==> src/rtl/dc_vga_pkg.sv <==
// Shared types and constants for the VGA pixel streamer.
package dc_vga_pkg;

  localparam int PIXEL_DATA_WIDTH = 24;

  // One pixel as carried on pixel_data: {B[23:16], G[15:8], R[7:0]}.
  typedef struct packed {
    logic [7:0] b;
    logic [7:0] g;
    logic [7:0] r;
  } pixel_t;

  // Streamer control states (also visible on the dbg_state output).
  typedef enum logic [1:0] {
    SEEK   = 2'd0,
    ARMED  = 2'd1,
    STREAM = 2'd2
  } stream_state_e;

  // One FIFO entry: start-of-frame marker plus the pixel itself.
  typedef struct packed {
    logic   sof;
    pixel_t pixel;
  } fifo_entry_t;

endpackage

==> src/rtl/dc_vga_pixel_streamer_fifo.sv <==
// First-word-fall-through synchronous FIFO. The head entry is visible on
// rdata in the cycle after it is pushed into an empty FIFO; peek_data shows
// the entry behind the head so the owner can look one pop ahead.
module dc_sync_fifo #(
  parameter int WIDTH = 25,
  parameter int DEPTH = 16
) (
  input  logic                     clk,
  input  logic                     rst_n,
  input  logic                     push,
  input  logic [WIDTH-1:0]         wdata,
  input  logic                     pop,
  output logic [WIDTH-1:0]         rdata,
  output logic [WIDTH-1:0]         peek_data,
  output logic                     full,
  output logic                     empty,
  output logic [$clog2(DEPTH):0]   count
);

  localparam int AW = $clog2(DEPTH);
  localparam int CW = AW + 1;

  logic [WIDTH-1:0] mem_q [DEPTH];
  logic [AW-1:0]    wr_ptr_q, wr_ptr_d;
  logic [AW-1:0]    rd_ptr_q, rd_ptr_d;
  logic [CW-1:0]    count_q, count_d;
  logic             push_ok, pop_ok;

  assign full      = (count_q == CW'(DEPTH));
  assign empty     = (count_q == '0);
  assign count     = count_q;
  assign rdata     = mem_q[rd_ptr_q];
  assign peek_data = mem_q[rd_ptr_q + AW'(1)];

  // Pointer and occupancy update; a push into a full FIFO is ignored even
  // when a pop happens in the same cycle.
  always_comb begin
    push_ok  = push & ~full;
    pop_ok   = pop & ~empty;
    wr_ptr_d = wr_ptr_q;
    rd_ptr_d = rd_ptr_q;
    count_d  = count_q;
    if (push_ok) wr_ptr_d = wr_ptr_q + AW'(1);
    if (pop_ok)  rd_ptr_d = rd_ptr_q + AW'(1);
    case ({push_ok, pop_ok})
      2'b10:   count_d = count_q + CW'(1);
      2'b01:   count_d = count_q - CW'(1);
      default: count_d = count_q;
    endcase
  end

  // Control registers; reset empties the FIFO.
  always_ff @(posedge clk or negedge rst_n) begin
    if (!rst_n) begin
      wr_ptr_q <= '0;
      rd_ptr_q <= '0;
      count_q  <= '0;
    end else begin
      wr_ptr_q <= wr_ptr_d;
      rd_ptr_q <= rd_ptr_d;
      count_q  <= count_d;
    end
  end

  // Storage array; contents are don't-care while the entry is not occupied.
  always_ff @(posedge clk) begin
    if (push_ok) mem_q[wr_ptr_q] <= wdata;
  end

endmodule

==> src/rtl/dc_vga_pixel_streamer.sv <==
// Frame-aligned pixel source for the VGA output controller.
// Handshakes: a transfer happens on a rising edge where valid and ready are
// both high (upstream: in_valid/in_ready, downstream: pixel_valid/pixel_ready);
// valid never depends on ready in the same cycle.
module dc_vga_pixel_streamer #(
  parameter int H_ACTIVE         = 640,
  parameter int V_ACTIVE         = 480,
  parameter int PIXEL_DATA_WIDTH = dc_vga_pkg::PIXEL_DATA_WIDTH,
  parameter int FIFO_DEPTH       = 16
) (
  input  logic                        iVGA_CLK,
  input  logic                        iRST_n,
  input  logic                        in_valid,
  output logic                        in_ready,
  input  logic [PIXEL_DATA_WIDTH-1:0] in_data,
  input  logic                        in_sof,
  input  logic                        v_blank,
  output logic                        pixel_valid,
  input  logic                        pixel_ready,
  output logic [PIXEL_DATA_WIDTH-1:0] pixel_data,
  output logic                        frame_done,
  output logic                        underflow_err,
  output logic                        sof_err,
  input  logic                        err_clr,
  output logic [1:0]                  dbg_state
);

  import dc_vga_pkg::*;

  localparam int EW = PIXEL_DATA_WIDTH + 1;
  localparam int CW = $clog2(FIFO_DEPTH) + 1;
  localparam int XW = (H_ACTIVE > 1) ? $clog2(H_ACTIVE) : 1;
  localparam int YW = (V_ACTIVE > 1) ? $clog2(V_ACTIVE) : 1;
  localparam logic [XW-1:0] X_LAST = XW'(H_ACTIVE - 1);
  localparam logic [YW-1:0] Y_LAST = YW'(V_ACTIVE - 1);

  stream_state_e state_q, state_d;
  logic [XW-1:0] x_q, x_d;
  logic [YW-1:0] y_q, y_d;
  logic          keep_q, keep_d;
  logic          frame_done_q, frame_done_d;
  logic          sof_err_q, sof_err_d;
  logic          und_err_q, und_err_d;
  logic          set_sof, set_und;

  logic          fifo_push, fifo_pop, fifo_full, fifo_empty;
  logic [CW-1:0] fifo_count;
  logic [EW-1:0] head, peek;
  logic          head_sof, peek_sof, next_sof, at_origin;

  dc_sync_fifo #(
    .WIDTH (EW),
    .DEPTH (FIFO_DEPTH)
  ) u_fifo (
    .clk       (iVGA_CLK),
    .rst_n     (iRST_n),
    .push      (fifo_push),
    .wdata     ({in_sof, in_data}),
    .pop       (fifo_pop),
    .rdata     (head),
    .peek_data (peek),
    .full      (fifo_full),
    .empty     (fifo_empty),
    .count     (fifo_count)
  );

  assign head_sof      = head[EW-1];
  assign peek_sof      = peek[EW-1];
  assign at_origin     = (x_q == '0) && (y_q == '0);
  assign pixel_data    = pixel_valid ? head[PIXEL_DATA_WIDTH-1:0] : '0;
  assign frame_done    = frame_done_q;
  assign sof_err       = sof_err_q;
  assign underflow_err = und_err_q;
  assign dbg_state     = state_q;

  // Next-state, FIFO control, raster position and error flags.
  always_comb begin
    state_d      = state_q;
    x_d          = x_q;
    y_d          = y_q;
    keep_d       = keep_q;
    frame_done_d = 1'b0;
    fifo_push    = 1'b0;
    fifo_pop     = 1'b0;
    pixel_valid  = 1'b0;
    in_ready     = ~fifo_full;
    set_sof      = 1'b0;
    set_und      = 1'b0;
    next_sof     = 1'b0;
    case (state_q)
      SEEK: begin
        // Once an SOF pixel has been written, the rest of that frame must be
        // kept too, so keep_q opens the write path until the SOF reaches the
        // head. Only then can the FIFO fill up and need to push back.
        in_ready  = ~(keep_q & fifo_full);
        fifo_push = in_valid & in_ready & (in_sof | keep_q);
        if (in_valid && in_ready && in_sof) keep_d = 1'b1;
        if (!fifo_empty) begin
          if (head_sof) begin
            state_d = ARMED;
            keep_d  = 1'b0;
          end else begin
            fifo_pop = 1'b1;
          end
        end
      end
      ARMED: begin
        fifo_push = in_valid & ~fifo_full;
        if (v_blank && ((fifo_count >= CW'(FIFO_DEPTH / 2)) || fifo_full))
          state_d = STREAM;
      end
      STREAM: begin
        fifo_push   = in_valid & ~fifo_full;
        pixel_valid = ~fifo_empty;
        // Head after this pop: the entry behind it, or the pixel being pushed
        // right now when the FIFO holds only the head.
        next_sof = (fifo_count > CW'(1)) ? peek_sof : (fifo_push & in_sof);
        if (pixel_valid && pixel_ready) begin
          fifo_pop = 1'b1;
          if (head_sof && !at_origin) begin
            set_sof = 1'b1;
            x_d     = '0;
            y_d     = '0;
            state_d = ARMED;
          end else if (x_q == X_LAST && y_q == Y_LAST) begin
            frame_done_d = 1'b1;
            x_d          = '0;
            y_d          = '0;
            state_d      = next_sof ? ARMED : SEEK;
          end else if (x_q == X_LAST) begin
            x_d = '0;
            y_d = y_q + YW'(1);
          end else begin
            x_d = x_q + XW'(1);
          end
        end else if (pixel_ready && fifo_empty) begin
          set_und = 1'b1;
          x_d     = '0;
          y_d     = '0;
          state_d = SEEK;
        end
      end
      default: state_d = SEEK;
    endcase
    sof_err_d = err_clr ? 1'b0 : (sof_err_q | set_sof);
    und_err_d = err_clr ? 1'b0 : (und_err_q | set_und);
  end

  // Control state registers.
  always_ff @(posedge iVGA_CLK or negedge iRST_n) begin
    if (!iRST_n) begin
      state_q      <= SEEK;
      x_q          <= '0;
      y_q          <= '0;
      keep_q       <= 1'b0;
      frame_done_q <= 1'b0;
      sof_err_q    <= 1'b0;
      und_err_q    <= 1'b0;
    end else begin
      state_q      <= state_d;
      x_q          <= x_d;
      y_q          <= y_d;
      keep_q       <= keep_d;
      frame_done_q <= frame_done_d;
      sof_err_q    <= sof_err_d;
      und_err_q    <= und_err_d;
    end
  end

endmodule

==> config.mk <==
export PLATFORM = sky130hd
export DESIGN_NAME = dc_vga_pixel_streamer
export DESIGN_NICKNAME = d
export VERILOG_FILES = /design/src/rtl/dc_vga_pkg.sv /design/src/rtl/dc_vga_pixel_streamer_fifo.sv /design/src/rtl/dc_vga_pixel_streamer.sv
export SDC_FILE = /design/constraint.sdc
export NUM_CORES = 1
export LEC_CHECK = 0
export CAP_MARGIN = 20
export CORE_ASPECT_RATIO = 1.2
export CORE_MARGIN = 8
export CORE_UTILIZATION = 55
export CTS_BUF_LIST = sky130_fd_sc_hd__clkbuf_4
export DETAILED_ROUTE_END_ITERATION = 12
export PLACE_DENSITY_LB_ADDON = 0.15
export SETUP_SLACK_MARGIN = 0.05
export SLEW_MARGIN = 10
export SYNTH_ARGS = -nofsm -noshare
export SYNTH_HDL_FRONTEND = slang
export SYNTH_SLANG_ARGS = --single-unit
==> constraint.sdc <==
create_clock -name iVGA_CLK -period 10.05 [get_ports iVGA_CLK]
set_input_delay 1.5075 -clock iVGA_CLK [delete_from_list [all_inputs] [get_ports iVGA_CLK]]
set_output_delay 1.5075 -clock iVGA_CLK [all_outputs]
set_load 0.03 [all_outputs]
Yosys cells after proc, flatten, opt, wreduce, memory -nomap -nowiden

Memories as Yosys holds them, arrays and structs flattened.
Index checks and enable logic that the tools add are counted.

Reductions and logical operators: 20
Equal/unequal tests: 13
Multiplexer cells: 46
Add/subtract/negate cells: 6
Order comparisons: 2
Bitwise gates (word level): 13

Operators by type and width:

| cell                  | count |
|---|---|
| $mux 10               | 5 |
| $mux 9                | 5 |
| $mux 1                | 24 |
| $mux 24               | 1 |
| $mux 2                | 7 |
| $add 10x1->10 const B | 1 |
| $eq 10x10->1 const B  | 1 |
| $logic_not 10->1      | 1 |
| $pmux 5 s2            | 1 |
| $add 9x1->9 const B   | 1 |
| $eq 9x9->1 const B    | 1 |
| $logic_not 9->1       | 1 |
| $add 4x1->4 const B   | 2 |
| $logic_and 1x1->1     | 8 |
| $and 1x1->1           | 7 |
| $ne 2x2->1 const B    | 3 |
| $pmux 2 s3            | 1 |
| $add 5x1->5 const B   | 1 |
| $eq 5x5->1 const B    | 1 |
| $ge 5x4->1 const B    | 1 |
| $gt 5x1->1 const B    | 1 |
| $logic_not 5->1       | 1 |
| $reduce_and 5->1      | 1 |
| $sub 5x1->5 const B   | 1 |
| 15 further kinds      | 23 |

Logic and storage cells: 111
Memories: 1
Output and inout bits: 31
Register bits after elaboration: 38
Memory bits (writable): 400
Input bits: 31

Memory list:

| memory       | depth | width | read ports | clocked after Yosys merged registers in | write ports | RTL line                         | text |
|---|---|---|---|---|---|---|---|
| u_fifo.mem_q | 16    | 25    | 2          | 0                                       | 1           | dc_vga_pixel_streamer_fifo.sv:23 | `logic [WIDTH-1:0] mem_q [DEPTH];` |

Longest topological paths before layout

Depth after elaboration: 10
Gate-level depth with buffers: 12
Gate-level depth less buffers: 11

Cells and area by module

A second synthesis with hierarchy kept.

Cells, all modules: 1302
Area total of the unflattened synthesis: 21231.6 um^2

Modules (own cells, without submodules):

| module                | instances | area an instance (um^2) | cells each | seq. area each (um^2) |
|---|---|---|---|---|
| dc_sync_fifo          | 1         | 19457.4                 | 1098       | 12336.8 |
| dc_vga_pixel_streamer | 1         | 1774.2                  | 204        | 625.6 |

Worst setup path after synthesis

Ideal clock, no wire load.

Path kind: input to register
Start: in in_sof
End: mem u_fifo.mem_q[3][0], enable pin
Library setup time: 438 ps
Path buffers: 1
Stages: 6
Slack: 5593 ps
Data required time: 9612 ps
Arrival: 4018 ps
Path through: o21ai_0 a21oi_1 and3_1 clkbuf_1 nand2_1 nor3_1

Word-level cells in the longest chain between the ends: 6

Ends and longest elaborated chain:

| element                      | RTL line                         | text |
|---|---|---|
| from (decl)                  | dc_vga_pixel_streamer.sv:16      | `input logic in_sof,` |
| $or 1x1->1                   | dc_vga_pixel_streamer.sv:96      | `fifo_push = in_valid & in_ready & (in_sof \| keep_q);` |
| $and 1x1->1                  | dc_vga_pixel_streamer.sv:96      |  |
| $pmux 1 s2                   | dc_vga_pixel_streamer.sv:90      | `case (state_q)` |
| $and 1x1->1                  | dc_vga_pixel_streamer_fifo.sv:38 | `push_ok = push & ~full;` |
| $mux 1                       | dc_vga_pixel_streamer_fifo.sv:67 | `if (push_ok) mem_q[wr_ptr_q] <= wdata;` |
| $mux 1 (not written as such) | dc_vga_pixel_streamer_fifo.sv:67 |  |
| to (decl)                    | dc_vga_pixel_streamer_fifo.sv:23 |  |

No other way between the ends.

Worst setup path in the final report

Start: reg u_fifo.rd_ptr_q[1]
End: out pixel_data[23]

Word-level cells in the longest chain between the ends: 2

Ends and longest elaborated chain:

| element                | RTL line                         | text |
|---|---|---|
| from (decl)            | dc_vga_pixel_streamer_fifo.sv:25 | `logic [AW-1:0] rd_ptr_q, rd_ptr_d;` |
| from (signal assigned) | dc_vga_pixel_streamer_fifo.sv:60 | `rd_ptr_q <= rd_ptr_d;` |
| $mem_v2 16x25          | -                                |  |
| $mux 24                | dc_vga_pixel_streamer.sv:70      | `assign pixel_data = pixel_valid ? head[PIXEL_DATA_WIDTH-1:0] : '0;` |
| to (decl)              | dc_vga_pixel_streamer.sv:20      | `output logic [PIXEL_DATA_WIDTH-1:0] pixel_data,` |

No other way between the ends.

==> flow_metrics.env <==
export IMPL_syn_inst=864
export IMPL_grt_ovfl_total=0
export IMPL_layout_commonest_cell="edfxtp_1"
export IMPL_fillers=2261
export IMPL_fin_util_pct=63.1
export IMPL_drtPass1Iterations=8
export IMPL_final_max_slew_viol_count=0
export IMPL_stdcell_count=1505
export IMPL_synth_top_area_share_pct=67.9
export IMPL_cp_required_ns=8.54
export IMPL_worst_slew_pin_slew_ns=1.02
export IMPL_path_cells="buf_4, mux4_2, mux4_2, nor2b_1, clkdlybuf4s50_1"
export IMPL_ctsHoldBuffers=0
export IMPL_holdWs_ns=0.521
export IMPL_cts_inserted_buffers=104
export IMPL_max_freq_mhz=175
export IMPL_rsz0062_at_grt="false"
export IMPL_cts_setup_buffers=0
export IMPL_routabilityCongestion=0.777
export IMPL_yosys_warnings=0
export IMPL_p_total_mw=5.37
export IMPL_finalSetupViolCount=0
export IMPL_routed_via_density=6.02
export IMPL_finalNetCount=1062
export IMPL_root_buffer="clkbuf_4"
export IMPL_die_area_mm2=0.0382
export IMPL_maxCapViolCount=0
export IMPL_wire_per_inst_um=25.2
export IMPL_antenna_found_initial=3
export IMPL_synth_area_leaders="edfxtp_1 (68%), mux4_2 (16%), dfrtp_1 (5.4%)"
export IMPL_cts_resized_gates=0
export IMPL_grt_usage_pct=20.4
export IMPL_relSlewSlack_pct=32.0
export IMPL_drive_gt1_share_pct=31.7
export IMPL_finClkSkew_ns=0.0458
export IMPL_synthFlopType="edfxtp_1"
export IMPL_initial_core_util_pct=55.3
export IMPL_hp_class="reg2reg"
export IMPL_path_max_fanout=67
export IMPL_worstSkewPairLatency_ns=0.74
export IMPL_cp_slowest_cell="buf_4"
export IMPL_period_share_pct=57.0
export IMPL_pre_cts_slack_ns=5.00
export IMPL_total_leakage_power_nw=6.70
export IMPL_die_w_um=180
export IMPL_post_dp_hpwl_um=20000
export IMPL_grt_pass1_vias=9929
export IMPL_ant_nets=0
export IMPL_rows=72
export IMPL_cp_arrival_ns=4.22
export IMPL_slowest_delay_ns=0.86
export IMPL_postPlaceCellArea_mm2=0.0189
export IMPL_async_reset_ff_share_pct=8.68
export IMPL_portBuffers=61
export IMPL_design_area_mm2=0.0202
export IMPL_worstSetupPathType="reg2out"
export IMPL_synth_edf_count=400
export IMPL_powerDensity_mw_per_mm2=266
export IMPL_final_cell_mix="edfxtp_1 (400), clkbuf_4 (141), mux4_2 (128)"
export IMPL_start_kind="register"
export IMPL_grt_max_degree=68
export IMPL_drc=0
export IMPL_synth_area_mm2=0.0177
export IMPL_cts_tree="built"
export IMPL_syn_nets=913
export IMPL_core_area_mm2=0.0320
export IMPL_die_h_um=213
export IMPL_yosys_area_top_type="edfxtp_1"
export IMPL_syn_area_per_cell_um2=20.5
export IMPL_status="finished, final reports clean"
export IMPL_via_count=9064
export IMPL_ys_seq_area_share_pct=73.2
export IMPL_grt_pass1_wl_um=58300
export IMPL_fin_setup_tns_ns=0
export IMPL_cts_htree_levels=3
export IMPL_ir_drop_uv=153
export IMPL_totalWireLength_um=37900
export IMPL_pin_count=62
export IMPL_synth_seq_cells=438
export IMPL_cts_sinks=438
export IMPL_timing_hold_violations_final=0
export IMPL_period_needed_ns=5.72
export IMPL_crit_top_cell="mux4_2"
export IMPL_path_clk_slew_ns=0.08
export IMPL_finalWorstSetupSlack_ns=4.33
export IMPL_clockBufferDepth=3
export IMPL_yosysUniqueCellTypes=52
export IMPL_area_growth_pct=14.1
export IMPL_dp_cells=1314
export IMPL_drt_iter0_drc=794
export IMPL_cp_end_kind="primary output"
## area by class of cell
type                    count  area (um2)  share of cell area (%)
multi-input cells         369        4550                    22.5
repair buffers             83         783                    3.88
diodes                      2        5.00                  0.0248
flip-flops and latches    438       13000                    64.2
clock buffers             141        1060                    5.24
well taps                 407         509                    2.52
inverters                  17        63.8                   0.316
clock inverters            48         251                    1.25
## cells in the mapped netlist (2+ instances only)
cell type    n
nand2b_1     4
xor2_1      12
nand3b_1     2
clkbuf_1    18
a31oi_1      5
a41oi_1      3
dfrtp_1     38
nor4_1       2
nor2b_1     26
edfxtp_1   400
nor3_1       7
and4b_2      2
nand4_1      7
o21ai_0     19
mux4_2     128
a21oi_1      6
xnor2_1      7
and3_1       4
nand2_1     29
nor2_1      33
buf_1        4
or2_2        3
mux2i_1      5
ha_1        18
buf_2       17
o211ai_1     6
or4b_1       2
inv_1       17
nand3_1     17
## registers in the layout (all words and copies together) (netlist names)
signal           flops
u_fifo.count         5
x_q                 10
u_fifo.rd_ptr_q      4
sof_err              1
frame_done           1
dbg_state            2
underflow_err        1
keep_q               1
u_fifo.mem_q       400
u_fifo.wr_ptr_q      4
y_q                  9
## per-layer routing
layer | wire [um] | track usage, % | up-vias | share of wire [%]
met4 | 833 | 7.83 | 2 | 2.2
met3 | 2290 | 4.62 | 65 | 6.0
met1 | 15400 | 25.5 | 4749 | 41
met5 | 13 | 0 | - | 0.034
met2 | 19400 | 34.8 | 319 | 51
li1 | - | - | 3929 | -
## cells by family after synthesis
kind of cell	Yosys count	synth area share, %
AO/OA/AOI/OAI	48	1.88
XOR/XNOR	19	0.940
adder cells (fa/ha/maj)	18	1.27
buffers and inverters	57	1.37
flip-flops	438	73.2
multiplexers	135	16.7
AND/OR/NAND/NOR	149	4.57
## report_power, final
| part | internal [mW] | leakage [nW] | switching, mW |
|---|---|---|---|
| logic | 0.833 | 1.81 | 0.849 |
| registers | 2.16 | 4.10 | 0.141 |
| clock network | 0.709 | 0.788 | 0.679 |
## critical path: cells and delay by family, from the launching register on
family                 cells  cell delay [ns]
muxes                      2             0.96
DFF                        1             0.79
buffers and inverters      2             1.48
and+or+nand+nor            1             0.16
## worst paths after layout
kind                       slack [ns]            endpoint  cells past startpoint               start
max in group asynchronous        8.49  u_fifo.rd_ptr_q[1]                      1              iRST_n
min in group asynchronous        0.89  u_fifo.rd_ptr_q[2]                      1              iRST_n
min                              0.52       underflow_err                      2       underflow_err
min reg2reg                      0.52       underflow_err                      2       underflow_err
max reg2reg                      6.14     u_fifo.count[2]                      9  u_fifo.rd_ptr_q[0]
max                              4.33      pixel_data[23]                      5  u_fifo.rd_ptr_q[1]
Power figures use the tool's default switching activity.
